`src/rtl/dmem_arbiter_if.sv`:
```
// rtl/dmem_arbiter_if.sv - requester ports and data-memory bus shared by dmem_arbiter and its neighbours
//
// Signals:
//   req0/req1, we0/we1, addr0/addr1, wdata0/wdata1 : requests from port 0 (LSU) and port 1 (debug/DMA)
//   ack0/ack1, rdata0/rdata1, err0/err1             : per-port completion, read data, rejection flag
//   mem_addr, mem_wdata, mem_we, mem_re             : to the data memory
//   mem_rdata                                       : from the data memory (combinational read)
//   busy                                            : arbiter has a transaction in flight
// Modports: slave = arbiter side, master = requesters plus memory side.
interface dmem_arbiter_if #(
  parameter int ADDR_W = 32,
  parameter int DATA_W = 32
);
  logic              req0, req1;
  logic              we0, we1;
  logic [ADDR_W-1:0] addr0, addr1;
  logic [DATA_W-1:0] wdata0, wdata1;
  logic              ack0, ack1;
  logic [DATA_W-1:0] rdata0, rdata1;
  logic              err0, err1;
  logic [ADDR_W-1:0] mem_addr;
  logic [DATA_W-1:0] mem_wdata;
  logic              mem_we, mem_re;
  logic [DATA_W-1:0] mem_rdata;
  logic              busy;

  modport slave (
    input  req0, req1, we0, we1, addr0, addr1, wdata0, wdata1, mem_rdata,
    output ack0, ack1, rdata0, rdata1, err0, err1,
    output mem_addr, mem_wdata, mem_we, mem_re, busy
  );

  modport master (
    output req0, req1, we0, we1, addr0, addr1, wdata0, wdata1, mem_rdata,
    input  ack0, ack1, rdata0, rdata1, err0, err1,
    input  mem_addr, mem_wdata, mem_we, mem_re, busy
  );
endinterface

```
`src/rtl/dmem_arbiter.sv`:
```
// rtl/dmem_arbiter.sv - two-port round-robin arbiter/sequencer in front of the shared data memory
//
// Ports:
//   clk  : clock, all state updates on posedge
//   rst  : synchronous active-high reset
//   bus  : dmem_arbiter_if.slave (requests, acks/rdata/err, memory bus, busy)
// Optional feature: define DMEM_ARB_RANGE_CHK_EN to reject misaligned or
// out-of-range addresses (ack + err one cycle early, no memory access).
module dmem_arbiter #(
  parameter int ADDR_W    = 32,
  parameter int DATA_W    = 32,
  parameter int MEM_WORDS = 64
) (
  input  logic           clk,
  input  logic           rst,
  dmem_arbiter_if.slave  bus
);

  typedef enum logic [1:0] {IDLE, ACCESS, DONE} state_t;

  state_t            state_q;
  logic              last_gnt_q;
  logic              gnt_id_q;
  logic              we_l_q;
  logic [ADDR_W-1:0] addr_l_q;
  logic [DATA_W-1:0] wdata_l_q;
  logic              ack0_q, ack1_q;
  logic              err0_q, err1_q;
  logic [DATA_W-1:0] rdata0_q, rdata1_q;

  logic              grant_d;
  logic              win_we_d;
  logic [ADDR_W-1:0] win_addr_d;
  logic [DATA_W-1:0] win_wdata_d;
  logic              addr_bad_d;
  logic [DATA_W-1:0] rdata_l_d;

  // Tie goes to the port that did not win last; a lone requester always wins.
  always_comb begin
    grant_d = 1'b0;
    if (bus.req0 && bus.req1) begin
      grant_d = ~last_gnt_q;
    end else if (!bus.req0) begin
      grant_d = 1'b1;
    end
    win_we_d    = grant_d ? bus.we1    : bus.we0;
    win_addr_d  = grant_d ? bus.addr1  : bus.addr0;
    win_wdata_d = grant_d ? bus.wdata1 : bus.wdata0;
`ifdef DMEM_ARB_RANGE_CHK_EN
    addr_bad_d = (win_addr_d[1:0] != 2'b00) ||
                 ({2'b00, win_addr_d[ADDR_W-1:2]} >= ADDR_W'(MEM_WORDS));
`else
    addr_bad_d = 1'b0;
`endif
    rdata_l_d = we_l_q ? '0 : bus.mem_rdata;
  end

  always_ff @(posedge clk) begin
    if (rst) begin
      state_q    <= IDLE;
      last_gnt_q <= 1'b1;
      gnt_id_q   <= 1'b0;
      we_l_q     <= 1'b0;
      addr_l_q   <= '0;
      wdata_l_q  <= '0;
      ack0_q     <= 1'b0;
      ack1_q     <= 1'b0;
      err0_q     <= 1'b0;
      err1_q     <= 1'b0;
      rdata0_q   <= '0;
      rdata1_q   <= '0;
    end else begin
      // Completion outputs are single-cycle pulses; only the DONE entry sets them.
      ack0_q   <= 1'b0;
      ack1_q   <= 1'b0;
      err0_q   <= 1'b0;
      err1_q   <= 1'b0;
      rdata0_q <= '0;
      rdata1_q <= '0;
      case (state_q)
        IDLE: begin
          if (bus.req0 || bus.req1) begin
            gnt_id_q   <= grant_d;
            last_gnt_q <= grant_d;
            we_l_q     <= win_we_d;
            addr_l_q   <= win_addr_d;
            wdata_l_q  <= win_wdata_d;
            if (addr_bad_d) begin
              // Rejected grant bypasses ACCESS so the memory never sees it.
              state_q <= DONE;
              if (grant_d) begin
                ack1_q <= 1'b1;
                err1_q <= 1'b1;
              end else begin
                ack0_q <= 1'b1;
                err0_q <= 1'b1;
              end
            end else begin
              state_q <= ACCESS;
            end
          end
        end
        ACCESS: begin
          state_q <= DONE;
          if (gnt_id_q) begin
            ack1_q   <= 1'b1;
            rdata1_q <= rdata_l_d;
          end else begin
            ack0_q   <= 1'b1;
            rdata0_q <= rdata_l_d;
          end
        end
        DONE:    state_q <= IDLE;
        default: state_q <= IDLE;
      endcase
    end
  end

  assign bus.ack0      = ack0_q;
  assign bus.ack1      = ack1_q;
  assign bus.rdata0    = rdata0_q;
  assign bus.rdata1    = rdata1_q;
  assign bus.err0      = err0_q;
  assign bus.err1      = err1_q;
  assign bus.mem_addr  = addr_l_q;
  assign bus.mem_wdata = wdata_l_q;
  assign bus.mem_re    = (state_q == ACCESS) && !we_l_q;
  // Gating with rst keeps a write abandoned by reset from committing on that edge.
  assign bus.mem_we    = (state_q == ACCESS) && we_l_q && !rst;
  assign bus.busy      = (state_q != IDLE);

endmodule

```
`src/flat_wrapper.sv`:
```
// flat-port wrapper written by rule: the top's interface ports become plain ports
module dmem_arbiter_flat 
#(
  parameter int ADDR_W    = 32,
  parameter int DATA_W    = 32,
  parameter int MEM_WORDS = 64
)
  (clk, rst, bus_req0, bus_req1, bus_we0, bus_we1, bus_addr0, bus_addr1, bus_wdata0, bus_wdata1, bus_mem_rdata, bus_ack0, bus_ack1, bus_rdata0, bus_rdata1, bus_err0, bus_err1, bus_mem_addr, bus_mem_wdata, bus_mem_we, bus_mem_re, bus_busy);
  dmem_arbiter_if #(.ADDR_W(ADDR_W), .DATA_W(DATA_W)) bus_i ();
  input  logic clk;
  input  logic rst;
  input wire logic [$bits(bus_i.req0)-1:0] bus_req0;
  input wire logic [$bits(bus_i.req1)-1:0] bus_req1;
  input wire logic [$bits(bus_i.we0)-1:0] bus_we0;
  input wire logic [$bits(bus_i.we1)-1:0] bus_we1;
  input wire logic [$bits(bus_i.addr0)-1:0] bus_addr0;
  input wire logic [$bits(bus_i.addr1)-1:0] bus_addr1;
  input wire logic [$bits(bus_i.wdata0)-1:0] bus_wdata0;
  input wire logic [$bits(bus_i.wdata1)-1:0] bus_wdata1;
  input wire logic [$bits(bus_i.mem_rdata)-1:0] bus_mem_rdata;
  output wire logic [$bits(bus_i.ack0)-1:0] bus_ack0;
  output wire logic [$bits(bus_i.ack1)-1:0] bus_ack1;
  output wire logic [$bits(bus_i.rdata0)-1:0] bus_rdata0;
  output wire logic [$bits(bus_i.rdata1)-1:0] bus_rdata1;
  output wire logic [$bits(bus_i.err0)-1:0] bus_err0;
  output wire logic [$bits(bus_i.err1)-1:0] bus_err1;
  output wire logic [$bits(bus_i.mem_addr)-1:0] bus_mem_addr;
  output wire logic [$bits(bus_i.mem_wdata)-1:0] bus_mem_wdata;
  output wire logic [$bits(bus_i.mem_we)-1:0] bus_mem_we;
  output wire logic [$bits(bus_i.mem_re)-1:0] bus_mem_re;
  output wire logic [$bits(bus_i.busy)-1:0] bus_busy;
  assign bus_i.req0 = bus_req0;
  assign bus_i.req1 = bus_req1;
  assign bus_i.we0 = bus_we0;
  assign bus_i.we1 = bus_we1;
  assign bus_i.addr0 = bus_addr0;
  assign bus_i.addr1 = bus_addr1;
  assign bus_i.wdata0 = bus_wdata0;
  assign bus_i.wdata1 = bus_wdata1;
  assign bus_i.mem_rdata = bus_mem_rdata;
  assign bus_ack0 = bus_i.ack0;
  assign bus_ack1 = bus_i.ack1;
  assign bus_rdata0 = bus_i.rdata0;
  assign bus_rdata1 = bus_i.rdata1;
  assign bus_err0 = bus_i.err0;
  assign bus_err1 = bus_i.err1;
  assign bus_mem_addr = bus_i.mem_addr;
  assign bus_mem_wdata = bus_i.mem_wdata;
  assign bus_mem_we = bus_i.mem_we;
  assign bus_mem_re = bus_i.mem_re;
  assign bus_busy = bus_i.busy;
  dmem_arbiter #(.ADDR_W(ADDR_W), .DATA_W(DATA_W), .MEM_WORDS(MEM_WORDS)) u_core (.clk(clk), .rst(rst), .bus(bus_i));
endmodule
```
`config.mk`:
```
export PLATFORM = sky130hd
export DESIGN_NAME = dmem_arbiter_flat
export DESIGN_NICKNAME = d
export VERILOG_FILES = /design/src/rtl/dmem_arbiter_if.sv /design/src/rtl/dmem_arbiter.sv /design/src/flat_wrapper.sv
export SDC_FILE = /design/constraint.sdc
export NUM_CORES = 1
export LEC_CHECK = 0
export ABC_AREA = 1
export BUFFER_PORTS_ARGS = -buffer_cell sky130_fd_sc_hd__buf_2
export CAP_MARGIN = 25
export CORE_AREA = 2 2 117 119
export DETAILED_ROUTE_END_ITERATION = 10
export DIE_AREA = 0 0 119 121
export PLACE_DENSITY = 0.9
export SLEW_MARGIN = 5
export SYNTH_ARGS = -nofsm -noshare
export SYNTH_HDL_FRONTEND = slang
export SYNTH_SLANG_ARGS = --single-unit
export TNS_END_PERCENT = 1
```
`constraint.sdc`:
```
create_clock -name clk -period 2.9 [get_ports clk]
set_input_delay 0.29 -clock clk [delete_from_list [all_inputs] [get_ports clk]]
set_output_delay 0.29 -clock clk [all_outputs]
set_load 0.05 [all_outputs]
```
After elaboration in Yosys (flattened, before gate mapping)
Cells that the tools add are included.

ROM bits: 0. Bits in registers: 135. Memory bits (writable): 0. Logic and storage cells: 38. Input port bits: 166. Bits in latches: 0. Memories kept: 0.

Div/mod/pow operators: 0. Bitwise logic cells: 3. Reductions and logical operators: 13. Equal/unequal tests: 2. Multipliers: 0. Mux-type cells: 10. Shift operators: 0. Order comparisons: 0. Add/subtract/negate cells: 0.

Operator list (number): $mux W32 (3); $reduce_or A3 Y1 (2); $mux W1 (5); $logic_and A1 B1 Y1 (4); $pmux W2 S2 (1); $not A1 Y1 (3); $eq A2 B1 Y1 const B (1); $logic_not A1 Y1 (2); $logic_not A2 Y1 (1); $mux W2 (1); $ne A2 B1 Y1 const B (1); $reduce_and A2 Y1 (1); $reduce_bool A2 Y1 (1); $reduce_or A2 Y1 (1); $logic_or A1 B1 Y1 (1).

Logic depth before layout (Yosys ltp)
Gate-level depths: netlist of the first run.

Word-level depth: 3. Depth in mapped cells: 8. Gate-level depth less buffers: 6.

Least setup slack after synthesis of the first run
Ideal clock, no wire load.

Kind: register -> output. Start point: register u_core.we_l_q. End point: output port bus_mem_we. Slack: 0.961 ns. Data arrival time: 1.649 ns. Path buffers: 1. Stages on the path, launching flop included: 4. Data required time: 2.610 ns. Cell sequence: dfxtp_1 > buf_2 > inv_1 > nor3_1.

Word-level cells in the longest chain between the ends: 2.

RTL lines: start: declaration (line dmem_arbiter.sv:24) `logic we_l_q;`; start signal: assignment (line dmem_arbiter.sv:85) `we_l_q <= win_we_d;`; $logic_and A1 B1 Y1 (2 in a row) (line dmem_arbiter.sv:129) `assign bus.mem_we = (state_q == ACCESS) && we_l_q && !rst;`; end: declaration (line flat_wrapper.sv:29) `output wire logic [$bits(bus_i.mem_we)-1:0] bus_mem_we;`.

Every way passes these cells.

Worst setup path in the final report of the first run
Start point: register u_core.last_gnt_q. End point: register u_core.wdata_l_q[15] (netlist: u_core.bus.mem_wdata[15]).

Word-level cells in the longest chain between the ends: 3.

RTL lines: start: declaration (line dmem_arbiter.sv:22) `logic last_gnt_q;`; start signal: assignment (line dmem_arbiter.sv:84) `last_gnt_q <= grant_d;`; $not A1 Y1 (line dmem_arbiter.sv:42) `grant_d = ~last_gnt_q;`; $mux W1 (line dmem_arbiter.sv:41) `if (bus.req0 && bus.req1) begin`; $mux W32 (line dmem_arbiter.sv:48) `win_wdata_d = grant_d ? bus.wdata1 : bus.wdata0;`; end signal: assignment (line dmem_arbiter.sv:87) `wdata_l_q <= win_wdata_d;`; end: declaration (line dmem_arbiter.sv:26) `logic [DATA_W-1:0] wdata_l_q;`.

Every way passes these cells. A chain may end at the register's enable or synchronous reset.

==> results.yml, run 1 <==
yosys:
  synth_area_leaders: "dfxtp_1 45%, nand2_1 13%, inv_1 11%"
  ys_ff_latch: 135
  synth_top_cell_by_area: "dfxtp_1"
  synthDistinctLibCells: 15
  synth-seq-area-share_pct: 45.40
  netlist_area_mm2: 0.005953
  syn_area_per_cell_um2: 6.556
  syn-instance-count: 908
  synth_top_area_share_pct: 45.40
  ys_warn_count: 0
clocking:
  cts.repair.resized: 0
  path_clk_slew_ns: 0.06
  clk_path_buf_depth: 2
  clk_latency_ns: 0.41
  postCtsSetupBuffers: 0
  cts-root-buf: "clkbuf_16"
  hold_buffers: 0
  tritoncts: "built"
  cts_made_buffers: 17
  h-tree-depth: 4
  clock-sinks: 135
worst_setup_path:
  worstPathCellList: "inv_1, nand2_4, buf_12, nand3_1, nand2_1, nor2_1, nor2_1"
  path_max_fanout: 84
  start_kind: "flop"
  path_class: "flop to flop"
  cp-end-kind: "flop"
  worstRegToRegCells: 7
  rrSetupSlack_ns: 1.15
  r2r-end: "u_core.bus.mem_wdata[15]"
  critPathMaxStageDelay_ns: 0.58
  crit_required_ns: 3.24
  crit_arrival_ns: 2.09
  crit_path_start: "u_core.last_gnt_q"
  crit_path_frequent_cell: "nor2_1"
  setup.worst_path.end: "u_core.bus.mem_wdata[15]"
  r2r-start: "u_core.last_gnt_q"
  worst_path_max_delay_cell: "nand2_4"
power_and_ir_drop:
  p_sw_share_pct: 35.39
  pwr-share-seq_pct: 38.1
  clkPwrFrac_pct: 37.3
  internal-power_mw: 3.476
  p_sw_mw: 1.904
  leakagePower_nw: 4.719
  pwr-share-comb_pct: 24.6
  power_density_mw_per_mm2: 669.6
  vdd_drop_max_uv: 368.6
timing:
  fin_crit_ns: 1.748
  whs_ns: 0.1150
  fmaxAchievable_mhz: 571.9
  max_slew_margin_pct: 43.98
  final.setup.tns_ns: 0
  tightestPinTransition_ns: 0.8403
  rsz0062_at_grt: "no"
  final.period_utilization_pct: 60.29
  drv_slew: 0
  finalHoldViolCount: 0
  skew_ns: 0.006640
  setup_viol: 0
floorplanning:
  fp.dieArea_mm2: 0.01440
  placementRows: 42
  die_x_um: 119
  ios: 301
  core_mm2: 0.01309
  die_h_um: 121
  initial_core_util_pct: 45.50
layout:
  fin_nets: 1338
  finalNonFillerCells: 1361
  final_layout_size_suffix_gt1_share_pct: 29.28
  final_cell_mix: "297 x buf_2, 203 x nand2_1, 168 x inv_1"
  multiInputGateArea_mm2: 0.002303
  diodes: 0
  layout_commonest_cell: "buf_2"
  nFillCells: 1181
  syn2layout_area_growth_pct: 34.95
  regArea_mm2: 0.002704
  fin_area_mm2: 0.008034
drt:
  post-route-drc-count: 0
  routed_wl_um: 16370
  drtPass1Iterations: 6
  ant_nets: 0
  first_iter_violations: 313
  wl_per_cell_um: 12.02
  vias: 6212
  vias_per_cell: 4.564
worst_hold_path:
  hold_class: "input pin to flop"
global_routing:
  grt_pass1_wl_um: 25500
  grt_antenna_before_repair: 2
  grt_start_max_net_pins: 85
  track_usage_pct: 22.23
  grt_pass1_vias: 5400
  globalRouteOverflowTotal: 0
run_status:
  status: "completed"
place:
  place_area_mm2: 0.007478
  numPortBuffers: 298
  dp.cells: 1329
  place.gp.congestion: 0.8306
  place_hpwl_um: 11480
flow_run:
  max_cap_viol_count: 0
-- kinds of logic (layout without fill, tap and decap cells) --
| family | after synthesis | count (layout) | synth area share (%) |
|---|---|---|---|
| DFF | 135 | 135 | 45.40 |
| buffers and inverters | 234 | 510 | 16.31 |
| AOI/OAI and AO/OA | 67 | 67 | 5.696 |
| other | 1 | 2 | 0.06299 |
| and+or+nand+nor | 471 | 471 | 32.53 |
-- synthesized netlist by cell type (all sizes together) --
library cell / count
inv: 169
a21oi: 66
nand2: 204
nor2: 136
clkbuf: 15
o21ai: 1
conb: 1
nor3: 65
dfxtp: 135
nand3: 66
buf: 50
-- sequential cells by signal, indices dropped and copies added (netlist names) --
signal                cells
u_core.bus.mem_addr      32
u_core.bus.mem_wdata     32
u_core.bus.rdata0        32
u_core.bus.rdata1        32
u_core.state_q            2
u_core.bus.ack0           1
u_core.bus.ack1           1
u_core.gnt_id_q           1
u_core.last_gnt_q         1
u_core.we_l_q             1
-- per-layer routing --
layer	global-route usage, %	wire length (um)
met1	25.71	6689
met2	38.47	7985
met3	6.250	1212
met4	9.598	453
met5	0	25
-- cell type report --
type / instances / area share [%]
clock buffers: 17 / 5.295
clock inverters: 15 / 1.620
inverters: 169 / 7.896
multi-input cells: 540 / 28.67
flip-flops and latches: 135 / 33.66
well taps: 176 / 2.741
repair buffers: 309 / 20.12
-- critical path, delay by kind of cell (launching register included) --
kind / cells / cell delay (ns)
buf+inv: 2 / 0.36
flops: 1 / 0.33
simple gates: 5 / 0.89
-- how the worst min path moves through the flow --
stage / startpoint / to / slack [ns] / cells after the start
2_1_floorplan: rst / u_core.gnt_id_q / 0.36 / 1
3_3_place_gp: u_core.last_gnt_q / u_core.last_gnt_q / 0.44 / 2
3_5_place_dp: u_core.last_gnt_q / u_core.last_gnt_q / 0.46 / 2
4_1_cts: bus_mem_rdata[7] / u_core.bus.rdata1[7] / 0.1 / 3
5_1_grt: bus_mem_rdata[25] / u_core.bus.rdata1[25] / 0.10 / 3
6_report: bus_mem_rdata[7] / u_core.bus.rdata1[7] / 0.12 / 3
-- through the flow --
step,power [mW],setup slack [ns],util (%)
floorplan,3.075,0.9615,-
global placement,3.387,1.195,56.83
detailed placement,3.414,1.140,57.15
CTS,5.432,1.115,61.40
global route,5.646,1.007,61.40
finish,5.380,1.152,61.40
-- power by group through the flow --
stage / Sequential (mW) / Clock (mW) / Combinational (mW)
2_1_floorplan: 2.52 / 0 / 0.556
3_3_place_gp: 2.09 / 0 / 1.30
3_5_place_dp: 2.09 / 0 / 1.32
4_1_cts: 2.05 / 2.05 / 1.33
5_1_grt: 2.06 / 2.13 / 1.45
6_report: 2.05 / 2.01 / 1.32
Power figures use the tool's default switching activity.
==> run 2, diff against run 1 <==
--- a/config.mk
+++ b/config.mk
@@ -8,10 +8,11 @@
 export ABC_AREA = 1
 export BUFFER_PORTS_ARGS = -buffer_cell sky130_fd_sc_hd__buf_2
 export CAP_MARGIN = 25
-export CORE_AREA = 2 2 117 119
+export CORE_ASPECT_RATIO = 1.4
+export CORE_MARGIN = 2
+export CORE_UTILIZATION = 46
 export DETAILED_ROUTE_END_ITERATION = 10
-export DIE_AREA = 0 0 119 121
-export PLACE_DENSITY = 0.9
+export PLACE_DENSITY = 0.91
 export SLEW_MARGIN = 5
 export SYNTH_ARGS = -nofsm -noshare
 export SYNTH_HDL_FRONTEND = slang
==> constraint.sdc (replaced) <==
create_clock -name clk -period 1.65 [get_ports clk]
set_input_delay 0.165 -clock clk [delete_from_list [all_inputs] [get_ports clk]]
set_output_delay 0.165 -clock clk [all_outputs]
set_load 0.05 [all_outputs]
==> run 2 against run 1 <==
Effect of this change: core utilization up 2.8 points; clock power up 81%; non-clock buffer count up 15; critical endpoint is now bus_mem_re.
==> results.yml, run 2 (synthesis gave the netlist of run 1 again) <==
run_status:
  status: "completed"
worst_setup_path:
  crit_required_ns: 1.48
  path_max_fanout: 3
  start_kind: "flop"
  cp-end-kind: "output pin"
  crit_arrival_ns: 1.32
  path_class: "flop to output pin"
timing:
  tightestPinTransition_ns: 0.8793
  max_slew_margin_pct: 41.38
  rsz0062_at_grt: "no"
  skew_ns: 0.01140
  fin_crit_ns: 1.488
  finalHoldViolCount: 0
  drv_slew: 0
  setup_viol: 0
  final.setup.tns_ns: 0
  final.period_utilization_pct: 90.16
  fmaxAchievable_mhz: 672.2
clocking:
  cts_made_buffers: 17
  path_clk_slew_ns: 0.06
  h-tree-depth: 4
  cts-root-buf: "clkbuf_16"
  tritoncts: "built"
  clk_path_buf_depth: 2
  clock-sinks: 135
  clk_latency_ns: 0.41
  postCtsSetupBuffers: 0
power_and_ir_drop:
  clkPwrFrac_pct: 37.7
  pwr-share-comb_pct: 24.9
  vdd_drop_max_uv: 587.2
  leakagePower_nw: 4.793
  power_density_mw_per_mm2: 1177
  p_sw_share_pct: 35.52
  pwr-share-seq_pct: 37.4
  p_sw_mw: 3.421
  internal-power_mw: 6.210
layout:
  final_layout_size_suffix_gt1_share_pct: 29.42
  diodes: 0
  finalNonFillerCells: 1353
  layout_commonest_cell: "buf_2"
  fin_nets: 1353
  final_cell_mix: "297 x buf_2, 203 x nand2_1, 168 x inv_1"
  postLayoutCoreUtil_pct: 64.19
  syn2layout_area_growth_pct: 37.49
drt:
  wl_per_cell_um: 12.73
  ant_nets: 0
  vias: 6330
  post-route-drc-count: 0
  first_iter_violations: 271
  vias_per_cell: 4.678
  routed_wl_um: 17220
  drtPass1Iterations: 5
floorplanning:
  placementRows: 49
  ios: 301
  die_h_um: 138.6
  die_x_um: 100.1
  fp.dieArea_mm2: 0.01388
  core_mm2: 0.01275
  initial_core_util_pct: 46.68
global_routing:
  grt_pass1_wl_um: 26790
  grt_pass1_vias: 5596
  grt_start_max_net_pins: 96
  globalRouteOverflowTotal: 0
  track_usage_pct: 24.03
  grt_antenna_before_repair: 0
place:
  numPortBuffers: 298
  place_hpwl_um: 12040
  dp.cells: 1311
  place.gp.congestion: 0.8599
flow_run:
  max_cap_viol_count: 0
worst_hold_path:
  hold_class: "input pin to flop"
[run 2: power groups by stage]
stage / sequential [mW] / clock [mW] / combinational, mW
CTS: 3.60 / 3.68 / 2.41
floorplan: 4.43 / 0 / 0.979
detailed placement: 3.67 / 0 / 2.38
global placement: 3.66 / 0 / 2.34
global route: 3.62 / 3.81 / 2.62
finish: 3.60 / 3.63 / 2.40
[run 2: path summary, 6_finish.rpt]
path / start / end / slack (ns) / cells past startpoint
max: u_core.state_q[1] / bus_mem_re / 0.16 / 4
min: bus_mem_rdata[12] / u_core.bus.rdata0[12] / 0.01 / 3
max reg2reg: u_core.state_q[1] / u_core.bus.mem_addr[11] / 0.25 / 6
min reg2reg: u_core.gnt_id_q / u_core.gnt_id_q / 0.48 / 2
[run 2: critical path: stages (launching register included)]
cell	delay, ns
dfxtp_1	0.31
inv_1	0.06
nand2_1	0.11
nor2_1	0.16
buf_2	0.29
[run 2: through the flow]
stage | power, mW | hold WS [ns] | area (um2) | setup WS [ns]
global route | 10.05 | 0.001818 | 8185 | 0.07548
CTS | 9.688 | 0.001011 | 8185 | 0.1469
global placement | 6.004 | 0.4143 | 7515 | 0.08579
finish | 9.631 | 0.01355 | 8185 | 0.1624
detailed placement | 6.045 | 0.4143 | 7515 | 0.08056
floorplan | 5.406 | 0.2341 | 5962 | 0.1533
[run 2: what timing repair did]
action	CTS	global route
hold endpoints to repair	18	0
hold buffers	10	0
resized for setup	0	0
[run 2: area by class of cell]
| cell class | instances | area, um2 |
|---|---|---|
| Fill cell | 1101 | 4567 |
| Sequential cell | 135 | 2704 |
| Multi-Input combinational cell | 540 | 2308 |
| Timing Repair Buffer | 324 | 1777 |
| Inverter | 169 | 634.4 |
| Clock buffer | 18 | 439.2 |
| Tap cell | 153 | 191.4 |
| Clock inverter | 14 | 131.4 |
[run 2: routing by layer]
layer | wire [um] | share of wire, % | GRT usage, %
met5 | 0 | 0 | 0
met3 | 1130 | 6.6 | 5.746
met4 | 537 | 3.1 | 10.96
met1 | 6542 | 38 | 26.73
met2 | 9014 | 52 | 42.56
==> run 3, diff against run 2 <==
--- a/config.mk
+++ b/config.mk
@@ -13,6 +13,7 @@
 export CORE_UTILIZATION = 46
 export DETAILED_ROUTE_END_ITERATION = 10
 export PLACE_DENSITY = 0.91
+export RECOVER_POWER = 25
 export SLEW_MARGIN = 5
 export SYNTH_ARGS = -nofsm -noshare
 export SYNTH_HDL_FRONTEND = slang
==> run 3 against run 2 <==
Effect of this change: die area is the same; total power down 0.28%; first-iteration DRC count is 4.4% higher; register-to-register slack improved by 0.02 ns; final cell count stayed put; routed wire length rose by 0.35%; highest routed layer unchanged.
==> results.yml, run 3 (synthesis gave the netlist of run 1 again) <==
timing:
  fmaxAchievable_mhz: 683.5
  whs_ns: 0.01547
  tightestPinTransition_ns: 0.8821
  fin_crit_ns: 1.463
  final.setup.tns_ns: 0
  skew_ns: 0.01145
  drv_slew: 0
  max_slew_margin_pct: 41.19
  setup_viol: 0
  finalHoldViolCount: 0
  final.period_utilization_pct: 88.67
  rsz0062_at_grt: "no"
clocking:
  h-tree-depth: 4
  clock-sinks: 135
  postCtsSetupBuffers: 0
  path_clk_slew_ns: 0.06
  cts_made_buffers: 17
  cts.repair.resized: 0
  cts-root-buf: "clkbuf_16"
  tritoncts: "built"
  clk_latency_ns: 0.40
  clk_path_buf_depth: 2
run_status:
  status: "completed"
drt:
  wl_per_cell_um: 12.77
  first_iter_violations: 283
  routed_wl_um: 17280
  ant_nets: 0
  post-route-drc-count: 0
  vias: 6325
  drtPass1Iterations: 5
  vias_per_cell: 4.675
flow_run:
  max_cap_viol_count: 0
layout:
  final_cell_mix: "234 x buf_2, 203 x nand2_1, 168 x inv_1"
  nFillCells: 1138
  final_layout_size_suffix_gt1_share_pct: 24.08
  postLayoutCoreUtil_pct: 63.43
  layout_commonest_cell: "buf_2"
  diodes: 0
  syn2layout_area_growth_pct: 35.88
  fin_nets: 1353
global_routing:
  grt_pass1_wl_um: 26790
  grt_pass1_vias: 5596
  grt_antenna_before_repair: 0
  grt_start_max_net_pins: 96
  track_usage_pct: 24.03
  globalRouteOverflowTotal: 0
floorplanning:
  core_mm2: 0.01275
  initial_core_util_pct: 46.68
  placementRows: 49
  fp.dieArea_mm2: 0.01388
  ios: 301
  die_x_um: 100.1
  die_h_um: 138.6
worst_setup_path:
  cp-end-kind: "output pin"
  crit_arrival_ns: 1.30
  path_max_fanout: 3
  path_class: "flop to output pin"
  crit_required_ns: 1.48
  start_kind: "flop"
power_and_ir_drop:
  power_density_mw_per_mm2: 1187
  power_mw: 9.604
  vdd_drop_max_uv: 587.5
  leakagePower_nw: 4.516
place:
  place.gp.congestion: 0.8599
  numPortBuffers: 298
  place_hpwl_um: 12040
worst_hold_path:
  hold_class: "input pin to flop"
[run 3: cell type report]
type                            instances  area, um2  area share, %
Clock inverter                         14      131.4          1.624
Sequential cell                       135       2704          33.43
Timing Repair Buffer                  324       1683          20.80
Inverter                              169      634.4          7.842
Multi-Input combinational cell        540       2306          28.51
Tap cell                              153      191.4          2.367
Clock buffer                           18      439.2          5.429
[run 3: per-layer routing]
layer	global-route usage [%]	part of all wire (%)	up-vias
met5	0	0	-
met1	26.73	38	2773
met4	10.96	3.1	0
met2	42.56	52	238
li1	-	-	3276
met3	5.746	6.4	38
[run 3: timing repair]
action,CTS,global route
endpoints found under the setup margin,0,0
hold buffers,10,0
endpoints found under the hold margin,18,0
[run 3: path summary, 6_finish.rpt]
check                         start                       to  slack [ns]  cells past startpoint
setup / recovery  u_core.state_q[1]               bus_mem_re        0.19                      4
hold / removal    bus_mem_rdata[12]    u_core.bus.rdata0[12]        0.02                      3
setup reg to reg  u_core.state_q[1]  u_core.bus.mem_addr[11]        0.27                      6
hold reg to reg     u_core.gnt_id_q          u_core.gnt_id_q        0.48                      2
[run 3: report_power, final]
group / switching, mW / internal, mW / leakage (nW) / total, mW
Combinational: 1.71 / 0.673 / 3.14 / 2.38
Sequential: 0.108 / 3.49 / 1.11 / 3.60
Clock: 1.59 / 2.03 / 0.271 / 3.62
Total: 3.41 / 6.19 / 4.52 / 9.60
[run 3: stage by stage]
| stage | instances | setup WS (ns) | area [um2] |
|---|---|---|---|
| 2_1_floorplan | 909 | 0.1533 | 5962 |
| 3_3_place_gp | 1311 | 0.08579 | 7515 |
| 3_5_place_dp | 1311 | 0.08056 | 7515 |
| 4_1_cts | 1353 | 0.1469 | 8185 |
| 5_1_grt | 1353 | 0.03962 | 8089 |
| 6_report | 1353 | 0.1870 | 8089 |
[run 3: worst max-delay path, cell delays in order, from the launching register on]
cell and delay [ns]:
dfxtp_1 0.31, inv_1 0.06, nand2_1 0.11, nor2_1 0.15, buf_2 0.28
